### config.mk
export PLATFORM = sky130hd
export DESIGN_NAME = wb_regfile_writer_flat
export DESIGN_NICKNAME = d
export VERILOG_FILES = /design/src/rtl/wb_regfile_writer_pkg.sv /design/src/rtl/wb_regfile_writer_if.sv /design/src/rtl/wb_regfile_writer_load_formatter.sv /design/src/rtl/wb_regfile_writer.sv /design/src/flat_wrapper.sv
export SDC_FILE = /design/constraint.sdc
export NUM_CORES = 1
export LEC_CHECK = 0
export ABC_AREA = 0
export BUFFER_PORTS_ARGS = -buffer_cell sky130_fd_sc_hd__buf_2
export CORE_ASPECT_RATIO = 1.5
export CORE_UTILIZATION = 53
export DETAILED_ROUTE_END_ITERATION = 7
export PLACE_DENSITY = 0.78
export SYNTH_ARGS = -nofsm -noshare
export SYNTH_HDL_FRONTEND = slang
export SYNTH_SLANG_ARGS = --single-unit
### constraint.sdc
create_clock -name clk -period 4.5 [get_ports clk]
set_input_delay 0.45 -clock clk [delete_from_list [all_inputs] [get_ports clk]]
set_output_delay 0.45 -clock clk [all_outputs]
set_load 0.01 [all_outputs]
### src/rtl/wb_regfile_writer_pkg.sv
// Shared core definitions for the register-file writeback path.
// Covers load funct3 encodings, datapath widths, the buffer entry type and the rd one-hot helper.
package wb_regfile_writer_pkg;

  localparam int XLEN   = 32;
  localparam int REG_AW = 5;

  typedef enum logic [2:0] {
    LOAD_LB  = 3'b000,
    LOAD_LH  = 3'b001,
    LOAD_LW  = 3'b010,
    LOAD_LBU = 3'b100,
    LOAD_LHU = 3'b101
  } load_funct3_e;

  typedef struct packed {
    logic              full;
    logic [REG_AW-1:0] rd;
    logic [XLEN-1:0]   data;
  } wb_entry_t;

  // x0 is never tracked as pending, so bit 0 of the result is always clear
  function automatic logic [XLEN-1:0] rdOneHot(input logic [REG_AW-1:0] rd);
    logic [XLEN-1:0] mask;
    mask = '0;
    mask[rd] = 1'b1;
    mask[0] = 1'b0;
    return mask;
  endfunction

endpackage

### src/rtl/wb_regfile_writer_if.sv
// Bundle of the ALU/MEM source handshakes and the register-file write port.
// The master side drives the sources; the slave side is the writeback block.
interface wb_regfile_writer_if;
  import wb_regfile_writer_pkg::*;

  logic              alu_valid;
  logic              alu_ready;
  logic [REG_AW-1:0] alu_rd;
  logic [XLEN-1:0]   alu_data;

  logic              mem_valid;
  logic              mem_ready;
  logic [REG_AW-1:0] mem_rd;
  logic [XLEN-1:0]   mem_data;
  logic [2:0]        mem_funct3;
  logic [1:0]        mem_byte_off;

  logic              write_enable;
  logic [REG_AW-1:0] w_addr;
  logic [XLEN-1:0]   w_data;
  logic [XLEN-1:0]   pending_mask;

  modport master (
    output alu_valid, alu_rd, alu_data,
    output mem_valid, mem_rd, mem_data, mem_funct3, mem_byte_off,
    input  alu_ready, mem_ready, write_enable, w_addr, w_data, pending_mask
  );

  modport slave (
    input  alu_valid, alu_rd, alu_data,
    input  mem_valid, mem_rd, mem_data, mem_funct3, mem_byte_off,
    output alu_ready, mem_ready, write_enable, w_addr, w_data, pending_mask
  );
endinterface

### src/rtl/wb_regfile_writer_load_formatter.sv
// Combinational load alignment: extracts the byte or halfword addressed by the low address bits
// and sign- or zero-extends it. Unrecognised funct3 values pass the raw word through.
module load_formatter
  import wb_regfile_writer_pkg::*;
(
  input  logic [XLEN-1:0] i_word,
  input  logic [2:0]      i_funct3,
  input  logic [1:0]      i_byteOff,
  output logic [XLEN-1:0] o_data
);

  logic [7:0]  w_byte;
  logic [15:0] w_half;

  // Halfwords are assumed aligned, so only the upper offset bit selects the half
  always_comb begin
    w_byte = i_word[7:0];
    case (i_byteOff)
      2'd0:    w_byte = i_word[7:0];
      2'd1:    w_byte = i_word[15:8];
      2'd2:    w_byte = i_word[23:16];
      default: w_byte = i_word[31:24];
    endcase
    w_half = i_byteOff[1] ? i_word[31:16] : i_word[15:0];
  end

  always_comb begin
    o_data = i_word;
    case (i_funct3)
      LOAD_LB:  o_data = {{(XLEN-8){w_byte[7]}}, w_byte};
      LOAD_LH:  o_data = {{(XLEN-16){w_half[15]}}, w_half};
      LOAD_LBU: o_data = {{(XLEN-8){1'b0}}, w_byte};
      LOAD_LHU: o_data = {{(XLEN-16){1'b0}}, w_half};
      default:  o_data = i_word;
    endcase
  end

endmodule

### src/rtl/wb_regfile_writer.sv
// Writeback arbiter: one single-entry buffer per source (ALU, MEM) feeding a registered
// register-file write port. Oldest entry wins; on a tie MEM goes first.
module wb_regfile_writer
  import wb_regfile_writer_pkg::*;
(
  input  logic               clk,
  input  logic               reset,
  wb_regfile_writer_if.slave bus
);

  wb_entry_t         r_alu;
  wb_entry_t         r_mem;
  logic              r_aluOlder;
  logic              r_writeEnable;
  logic [REG_AW-1:0] r_wAddr;
  logic [XLEN-1:0]   r_wData;

  logic              w_grantAlu;
  logic              w_grantMem;
  logic              w_aluReady;
  logic              w_memReady;
  logic              w_aluCap;
  logic              w_memCap;
  logic [XLEN-1:0]   w_memFmt;

  load_formatter u_loadFormatter (
    .i_word    (bus.mem_data),
    .i_funct3  (bus.mem_funct3),
    .i_byteOff (bus.mem_byte_off),
    .o_data    (w_memFmt)
  );

  // r_aluOlder is only meaningful while both buffers are full; clear means MEM wins
  assign w_grantAlu = r_alu.full && (!r_mem.full || r_aluOlder);
  assign w_grantMem = r_mem.full && (!r_alu.full || !r_aluOlder);

  assign w_aluReady = !reset && (!r_alu.full || w_grantAlu);
  assign w_memReady = !reset && (!r_mem.full || w_grantMem);
  assign w_aluCap   = bus.alu_valid && w_aluReady;
  assign w_memCap   = bus.mem_valid && w_memReady;

  always_ff @(posedge clk or posedge reset) begin
    if (reset) begin
      r_alu      <= '0;
      r_mem      <= '0;
      r_aluOlder <= 1'b0;
    end else begin
      if (w_aluCap) begin
        r_alu <= '{full: 1'b1, rd: bus.alu_rd, data: bus.alu_data};
      end else if (w_grantAlu) begin
        r_alu.full <= 1'b0;
      end

      if (w_memCap) begin
        r_mem <= '{full: 1'b1, rd: bus.mem_rd, data: w_memFmt};
      end else if (w_grantMem) begin
        r_mem.full <= 1'b0;
      end

      // A fresh ALU capture is never older; a lone MEM capture makes any held ALU entry older
      if (w_aluCap) begin
        r_aluOlder <= 1'b0;
      end else if (w_memCap) begin
        r_aluOlder <= 1'b1;
      end
    end
  end

  // A granted x0 entry is drained without raising write_enable
  always_ff @(posedge clk or posedge reset) begin
    if (reset) begin
      r_writeEnable <= 1'b0;
      r_wAddr       <= '0;
      r_wData       <= '0;
    end else if (w_grantMem) begin
      r_writeEnable <= (r_mem.rd != '0);
      r_wAddr       <= r_mem.rd;
      r_wData       <= r_mem.data;
    end else if (w_grantAlu) begin
      r_writeEnable <= (r_alu.rd != '0);
      r_wAddr       <= r_alu.rd;
      r_wData       <= r_alu.data;
    end else begin
      r_writeEnable <= 1'b0;
    end
  end

  assign bus.alu_ready    = w_aluReady;
  assign bus.mem_ready    = w_memReady;
  assign bus.write_enable = r_writeEnable;
  assign bus.w_addr       = r_wAddr;
  assign bus.w_data       = r_wData;
  assign bus.pending_mask = reset ? '0 :
                            ((r_alu.full    ? rdOneHot(r_alu.rd) : '0) |
                             (r_mem.full    ? rdOneHot(r_mem.rd) : '0) |
                             (r_writeEnable ? rdOneHot(r_wAddr)  : '0));

endmodule

### src/flat_wrapper.sv
// flat-port wrapper written by rule: the top's interface ports become plain ports
module wb_regfile_writer_flat import wb_regfile_writer_pkg::*;
  (clk, reset, bus_alu_valid, bus_alu_rd, bus_alu_data, bus_mem_valid, bus_mem_rd, bus_mem_data, bus_mem_funct3, bus_mem_byte_off, bus_alu_ready, bus_mem_ready, bus_write_enable, bus_w_addr, bus_w_data, bus_pending_mask);
  wb_regfile_writer_if bus_i ();
  input  logic clk;
  input  logic reset;
  input wire logic [$bits(bus_i.alu_valid)-1:0] bus_alu_valid;
  input wire logic [$bits(bus_i.alu_rd)-1:0] bus_alu_rd;
  input wire logic [$bits(bus_i.alu_data)-1:0] bus_alu_data;
  input wire logic [$bits(bus_i.mem_valid)-1:0] bus_mem_valid;
  input wire logic [$bits(bus_i.mem_rd)-1:0] bus_mem_rd;
  input wire logic [$bits(bus_i.mem_data)-1:0] bus_mem_data;
  input wire logic [$bits(bus_i.mem_funct3)-1:0] bus_mem_funct3;
  input wire logic [$bits(bus_i.mem_byte_off)-1:0] bus_mem_byte_off;
  output wire logic [$bits(bus_i.alu_ready)-1:0] bus_alu_ready;
  output wire logic [$bits(bus_i.mem_ready)-1:0] bus_mem_ready;
  output wire logic [$bits(bus_i.write_enable)-1:0] bus_write_enable;
  output wire logic [$bits(bus_i.w_addr)-1:0] bus_w_addr;
  output wire logic [$bits(bus_i.w_data)-1:0] bus_w_data;
  output wire logic [$bits(bus_i.pending_mask)-1:0] bus_pending_mask;
  assign bus_i.alu_valid = bus_alu_valid;
  assign bus_i.alu_rd = bus_alu_rd;
  assign bus_i.alu_data = bus_alu_data;
  assign bus_i.mem_valid = bus_mem_valid;
  assign bus_i.mem_rd = bus_mem_rd;
  assign bus_i.mem_data = bus_mem_data;
  assign bus_i.mem_funct3 = bus_mem_funct3;
  assign bus_i.mem_byte_off = bus_mem_byte_off;
  assign bus_alu_ready = bus_i.alu_ready;
  assign bus_mem_ready = bus_i.mem_ready;
  assign bus_write_enable = bus_i.write_enable;
  assign bus_w_addr = bus_i.w_addr;
  assign bus_w_data = bus_i.w_data;
  assign bus_pending_mask = bus_i.pending_mask;
  wb_regfile_writer u_core (.clk(clk), .reset(reset), .bus(bus_i));
endmodule
==> impl_metrics.ini <==
[outcome]
outcome = complete, no violations

[synthesis]
yosysWarnings = 0
ys.flop_type = dfrtp_1
synthXorXnorAreaFrac_pct = 0
seq_area_frac_synth_pct = 48.8
syn_area_per_cell_sq_um = 9.38
synth_cell_types = 42
synth_top_family_by_area = simple AND/OR/NAND/NOR gates
synth_edf_count = 0
synth_adder_area_share_pct = 0
synth_area_sq_mm = 0.00589
synthMuxAreaShare_pct = 9.83
ys_seq_elements = 115
async_flop_share_pct = 100
syn_nets = 711
synth-compound-area-share_pct = 17.9
synth_cells = 628
synth_simple_gate_area_share_pct = 19.4

[clock_tree]
tritoncts.num_buffers = 17
postCtsSetupRepairBufs = 0
cts_buffer_depth = 2
cts-hold-fix-buffers = 0
numClockSinks = 115
htreeDepth = 4
clockRootBuffer = clkbuf_16
tritoncts = yes
path_clk_slew_ns = 0.05
clock_latency_ns = 0.41
ctsResizeCount = 0

[sta]
grt_setup_unrepaired = false
max_freq_mhz = 316
drv_slew = 0
tns_ns = 0
final_hold_viol_count = 0
clock_skew_ns = 0.00886
min_period_ns = 3.17
fin_crit_sh_pct = 70.4
setup_viol = 0
maxSlewHeadroom_pct = 18.6
max_slew.worst_pin.slew_ns = 1.22
worst_hold_slack_ns = 0.244

[route]
firstDrtPassIters = 8
drtAntennaViolNets = 0
post_drt_wl_per_cell_microns = 19.5
wirelength_microns = 17800
via_count = 5437
drc = 0
drt_iter0_markers = 448
vias_per_cell = 5.97

[global_routing]
overflow = 0
grt_max_degree = 60
grt_pass1_wl_microns = 28200
grt_use_total_pct = 32.2
grt_pass1_vias = 5657
antenna_found_initial = 0

[power]
p_per_area_mw_per_mm2 = 486
p_leak_nw = 3.30
internal_power_mw = 2.50
p_sw_share_pct = 29.5
peakVddDrop_uv = 315
seqPwrFrac_pct = 40.1
combPwrFrac_pct = 19.1
clock_power_share_pct = 40.7
switchingPower_mw = 1.05

[floorplan]
design.die.area_sq_mm = 0.0116
pin_count = 155
core_area_sq_mm = 0.0107
die_x_microns = 88.1
rows = 46
die_h_microns = 131
initial_core_util_pct = 55.0

[final_layout]
drive_above_1_share_pct = 26.6
diodes = 0
fin_nets = 837
layout_common_cells = buf_2, dfrtp_1, nand2_1
syn_to_final_growth_pct = 23.9
final_common_cell = buf_2

[worst_setup_path]
cp_data_required_time_ns = 4.05
r2r_setup_slack_ns = 1.58
start_kind = flip-flop
critical_path_class = flip-flop to output port
arrival_ns = 2.72
crit_fanout = 19
rr_endpoint = u_core.r_alu[3]
r2r_cells = 5
end_kind = output port
rr_startpoint = u_core.r_mem[37]
startpoint = u_core.r_mem[37]

[min_path]
whs_path_depth = 3
hp-start = bus_mem_rd[4]
min_to = u_core.r_mem[36]
hold_class = input port to flip-flop

[place]
hpwl_microns = 12500
place.port_buffers = 153
place_congestion = 0.923

[job]
cap_violations = 0
[critical path, cell delays in order, from the launching register on]
cell and delay [ns]:
dfrtp_1 0.78, nor3b_1 0.96, a22oi_1 0.18, a21oi_1 0.23
buf_2 0.16
[metrics by stage]
stage          utilization (%)  setup slack, ns  instances  area [sq um]  power, mW
5_1_grt                   68.2             1.28        911          7300       3.70
4_1_cts                   68.2             1.46        911          7300       3.55
3_5_place_dp              62.2             1.71        879          6660       2.10
3_3_place_gp              62.2             1.85        879          6660       2.07
6_report                  68.2             1.33        911          7300       3.55
2_1_floorplan                -            0.270        628          5890       1.82
[flip-flops by register name, summed over array words and instances (netlist names)]
name	count
u_core.bus.w_addr	5
u_core.bus.w_data	32
u_core.bus.write_enable	1
u_core.r_alu	38
u_core.r_aluOlder	1
u_core.r_mem	38
[power groups by stage]
stage                     Clock [mW]  Combinational, mW  Sequential [mW]
after detailed placement           0              0.671             1.43
after floorplan                    0              0.430             1.39
after CTS                       1.46              0.677             1.42
after global placement             0              0.647             1.42
final                           1.45              0.679             1.42
after global routing            1.51              0.742             1.44
[layout make-up]
| type | count | area (sq um) |
|---|---|---|
| multi-input cells | 458 | 2790 |
| flip-flops and latches | 115 | 2880 |
| well taps | 144 | 180 |
| clock buffers | 18 | 429 |
| clock inverters | 14 | 209 |
| repair buffers | 158 | 803 |
| fillers | 882 | 3400 |
| inverters | 4 | 17.5 |
[Yosys cell counts (2+ instances only)]
library cell	instances	area (sq um)
a22oi_1	30	225
o221a_1	7	78.8
inv_1	3	11.3
a21oi_1	61	305
nor3_1	3	15.0
o21bai_1	7	52.6
and3b_1	5	43.8
and2_1	2	12.5
buf_4	4	30.0
o221a_2	7	78.8
and3_1	11	68.8
mux2_1	37	417
a31oi_2	2	25.0
a222oi_1	2	20.0
mux2i_1	14	140
nand3_1	2	10.0
clkbuf_1	32	120
a32oi_1	7	61.3
nand2_1	97	364
o21a_1	2	15.0
nand2b_1	3	18.8
nor2b_1	9	56.3
dfrtp_1	115	2880
nor3b_1	15	113
o22ai_1	25	156
buf_2	10	50.1
nor2_1	89	334
nand3b_1	9	67.6
buf_1	5	18.8
[routing by layer]
layer | global-route usage (%) | share of wire (%)
met1 | 35.9 | 37
met2 | 54.7 | 53
met3 | 8.29 | 6.5
met4 | 17.3 | 3.9
met5 | 0 | 0
[how the worst max path moves through the flow]
stage                      endpoint  depth (start not counted)  slack [ns]
6_report        bus_pending_mask[8]                          4        1.33
2_1_floorplan      u_core.r_alu[34]                          7        0.27
4_1_cts        bus_pending_mask[12]                          4        1.46
3_5_place_dp       u_core.r_alu[14]                          5        1.71
3_3_place_gp       u_core.r_alu[11]                          5        1.85
5_1_grt         bus_pending_mask[8]                          4        1.28
[kinds of logic after synthesis]
group	Yosys count
muxes	52
DFF	115
AOI/OAI and AO/OA	155
other	1
and+or+nand+nor	250
buffers and inverters	55
No activity file was read; power rests on OpenSTA's default activity.
